File: config.mk
export PLATFORM = sky130hd
export DESIGN_NAME = handshaking_fifo
export DESIGN_NICKNAME = d
export VERILOG_FILES = /design/src/rtl/handshaking_fifo.sv
export SDC_FILE = /design/constraint.sdc
export NUM_CORES = 1
export LEC_CHECK = 0
export CAP_MARGIN = 15
export CORE_ASPECT_RATIO = 1.5
export CORE_MARGIN = 2
export CORE_UTILIZATION = 30
export CTS_CLUSTER_DIAMETER = 150
export DETAILED_ROUTE_END_ITERATION = 8
export HOLD_SLACK_MARGIN = 0.05
export PLACE_DENSITY = 0.49
export SYNTH_ARGS = -nofsm -noshare
export SYNTH_HDL_FRONTEND = slang
export SYNTH_SLANG_ARGS = --single-unit
File: constraint.sdc
create_clock -name clk -period 5.75 [get_ports clk]
set_clock_uncertainty 0.1 [all_clocks]
set_input_delay 1.725 -clock clk [delete_from_list [all_inputs] [get_ports clk]]
set_output_delay 1.725 -clock clk [all_outputs]
set_load 0.05 [all_outputs]
File: src/rtl/handshaking_fifo.sv
// handshaking_fifo
//   Synchronous valid/ready FIFO placed between a handshaking master and a
//   handshaking slave. It absorbs slave backpressure so the master can keep
//   issuing beats while the slave stalls. A beat transfers on a rising clk
//   edge when valid and ready are both high, on either side.
//
//   Optional feature: define HANDSHAKING_FIFO_BYPASS_EN to let a beat pass
//   straight through (zero latency, no write) when the FIFO is empty and
//   both the master and the slave are ready in the same cycle.
//
// Ports:
//   clk          rising-edge clock
//   rst          synchronous active-low reset
//   s_data_in    write data from the master
//   s_valid_in   write request from the master
//   s_ready_out  FIFO can accept a beat (low throughout reset)
//   m_data_out   head-of-FIFO data to the slave
//   m_valid_out  head entry valid
//   m_ready_in   slave accepts the head beat
//   count        number of occupied entries, 0..DEPTH
//   full         count == DEPTH
//   empty        count == 0
module handshaking_fifo #(
    parameter int DATA_WIDTH = 8,
    parameter int DEPTH      = 4,
    localparam int ADDR_W    = $clog2(DEPTH)
) (
    input  logic                  clk,
    input  logic                  rst,
    input  logic [DATA_WIDTH-1:0] s_data_in,
    input  logic                  s_valid_in,
    output logic                  s_ready_out,
    output logic [DATA_WIDTH-1:0] m_data_out,
    output logic                  m_valid_out,
    input  logic                  m_ready_in,
    output logic [ADDR_W:0]       count,
    output logic                  full,
    output logic                  empty
);

    logic [DATA_WIDTH-1:0] mem [DEPTH];
    logic [ADDR_W-1:0]     wr_ptr;
    logic [ADDR_W-1:0]     rd_ptr;
    logic [ADDR_W:0]       count_q;
    logic                  bypass;
    logic                  push;
    logic                  pop;

    assign count = count_q;
    assign full  = (count_q == (ADDR_W+1)'(DEPTH));
    assign empty = (count_q == '0);

    // Ready depends only on reset and the registered count, never on
    // m_ready_in, so a pop while full does not admit a same-cycle push.
    assign s_ready_out = rst & ~full;

`ifdef HANDSHAKING_FIFO_BYPASS_EN
    // Empty FIFO with both sides ready: hand the beat straight across.
    assign bypass = rst & empty & s_valid_in & m_ready_in;
`else
    assign bypass = 1'b0;
`endif

    assign m_valid_out = ~empty | bypass;
    assign m_data_out  = bypass ? s_data_in : mem[rd_ptr];

    // A bypassed beat is neither written nor read from storage.
    assign push = s_valid_in & s_ready_out & ~bypass;
    assign pop  = ~empty & m_ready_in & ~bypass;

    // Storage is intentionally not reset.
    always_ff @(posedge clk) begin
        if (push) begin
            mem[wr_ptr] <= s_data_in;
        end
    end

    always_ff @(posedge clk) begin
        if (!rst) begin
            wr_ptr  <= '0;
            rd_ptr  <= '0;
            count_q <= '0;
        end else begin
            if (push) begin
                wr_ptr <= wr_ptr + ADDR_W'(1);
            end
            if (pop) begin
                rd_ptr <= rd_ptr + ADDR_W'(1);
            end
            if (push && !pop) begin
                count_q <= count_q + (ADDR_W+1)'(1);
            end else if (pop && !push) begin
                count_q <= count_q - (ADDR_W+1)'(1);
            end
        end
    end

endmodule

==> metrics <==
outcome=finished clean; Avg Cell Area, Syn=18.4 um2; core area=0.00541 mm2; total CTS buffers=5; Worst Path Arrival=3.33 ns; worst path cell trace=clkdlybuf4s50_1 > and2b_2 > clkdlybuf4s50_1; total wire length=2770 um; Vias/cell=4.41; hold_buf cts=0; routed len/inst=14.4 um; EDFF count, synth=32; Post-Route M1 WL=1100 um; Final Max Tran Viols=0; Total GRT Usage=10.3%; DP Cell Count=184; H-tree depth=2; Pre-Repair DR Iteration Count=4; CP bufs+invs=2; leading area contributor after synthesis=edfxtp_1; Final Wtd Congestion=0.666; Highest Signal Layer=met4; most common cell in the netlist=edfxtp_1; vias in the first global route=950; Pleak=0.696 nW; CP max stage cell=clkdlybuf4s50_1; port bufs=26; crit-path leading delay family=buffers and inverters; Synth top cells by count=edfxtp_1, dfxtp_1, mux4_2; worst hold path type=reg -> reg; ANT cells=0; Hold Startpoint=wr_ptr[1]; Die X=65.0 um; die area=0.00621 mm2; synthesized flop and latch total=41; Layout Utilization=38.8%; Post-Syn Nets=109; initial drt markers=21; WHS Path Cells=2; Critical Path RT=3.92 ns; most frequent CP cell=clkdlybuf4s50_1; Post-DP HPWL=2030 um; total power divided by cell area=460 mW/mm2; Syn Inst Count=91; worst slew pin tran=0.571 ns; largest net degree at the start of global routing=14; post-route ant nets=0; Slew HR=61.9%; post-cts resize count=0; row cnt=33; Crit. End Element=primary output; via count=847; Tmin final=5.16 ns; max cap viols=0; Overflow after GRT=0; cell area after synthesis=0.00168 mm2; Setup Viol. Count Final=0; critical path startpoint category=input pin; die span in y=95.5 um; crit-path max FO=10; FF-to-FF path depth=8; Reg-to-Reg Start=count[0]; CTS tree=built; Worst VDD drop=0.000295 V; clock transition at the registers of the reported paths=0.07 ns; share of cells above drive strength 1=21.3%; initial antenna violation count=0; DRC=0; metal2 WL=1480 um; clock tree root driver cell=clkbuf_8; Hold Fails Final Rpt=0; Worst Hold Endpoint=wr_ptr[1]; Seq/Total Area, Yosys=68.1%; RSZ-0062 raised after global routing=no; flop-to-flop setup slack=3.42 ns; nets@finish=139; clock buffer depth=2; final setup TNS=0 ns; Post-CTS Setup Bufs=0; Tcrit/Tclk final=89.7%; Synth top area share=57.4%; Initial Utilization=31.0%; CTS sink count=41; clock latency on the worst-skew pair=0.28 ns; Synth area leaders=edfxtp_1, dfxtp_1, mux4_2, ha_1, mux2i_1; Routed met3 length=140 um; Synth Warn #=0; Syn-to-layout area delta=25.2%; Async S/R FF share, synth=0%; Crit Reg-Reg Endpoint=count[2]; fmax=194 MHz; critical path class=in -> out; WP depth=3; first-pass GRT wire length=4650 um; io pins=27; Synth Flop Type=edfxtp_1; post-synthesis cell type count=25; final hold slack=0.402 ns; non-filler instance count after layout=192; max incr delay on CP=0.79 ns
## metrics by stage
step	total power, mW	setup slack [ns]	area [um2]
final	0.965	0.594	2100
after detailed placement	0.804	0.581	2010
after global routing	1.02	0.507	2100
after global placement	0.796	0.604	2010
after CTS	0.983	0.579	2100
after floorplan	0.683	1.67	1680
## per-layer routing
layer	up-vias	track usage [%]
met3	5	3.54
met1	416	10.6
met5	-	0
li1	399	-
met4	0	4.69
met2	27	18.7
## logic make-up (layout without fill, tap and decap cells)
group / count (synthesis) / count (layout) / share of synthesized area [%]
compound gates: 4 / 4 / 2.99
xor+xnor: 4 / 4 / 2.09
fa+ha+maj: 6 / 6 / 4.93
buf+inv: 8 / 39 / 1.87
flops: 41 / 41 / 68.1
mux: 11 / 11 / 12.5
simple gates: 17 / 17 / 7.47
## state kept, by name (all words and copies together), names as in the netlist, named ones only
name,cells
wr_ptr,2
count,3
mem,32
rd_ptr,2
## power breakdown
| part | leakage (nW) | switching, mW | internal (mW) |
|---|---|---|---|
| combinational | 0.288 | 0.218 | 0.160 |
| clock | 0.0439 | 0.0937 | 0.0836 |
| sequential | 0.364 | 0.0523 | 0.356 |
## layout make-up
type	instances	area (um2)
well taps	70	87.6
clock buffers	5	68.8
multi-input cells	42	503
clock inverters	3	17.5
inverters	5	18.8
repair buffers	26	260
flip-flops and latches	41	1140
fillers	516	3310
## how the worst max path moves through the flow
stage | startpoint | to | slack [ns]
2_1_floorplan | rst | s_ready_out | 1.67
3_3_place_gp | rst | s_ready_out | 0.60
3_5_place_dp | rst | s_ready_out | 0.58
4_1_cts | rst | s_ready_out | 0.58
5_1_grt | rst | s_ready_out | 0.51
6_report | rst | s_ready_out | 0.59
## worst min-delay path, stage by stage (launching register included)
cell and delay, ns:
dfxtp_1 0.34, nand2_1 0.06, mux2i_1 0.05
## layout by cell type, fill, tap and decap left out, drive strengths merged, types with 2 or more instances in the layout
master / count
clkbuf: 5
clkdlybuf4s50: 26
and2: 8
ha: 5
mux2i: 3
or3: 2
edfxtp: 32
clkinv: 2
dfxtp: 9
inv: 5
xnor2: 3
nand2: 3
mux4: 8
No activity file was read; power rests on OpenSTA's default activity.
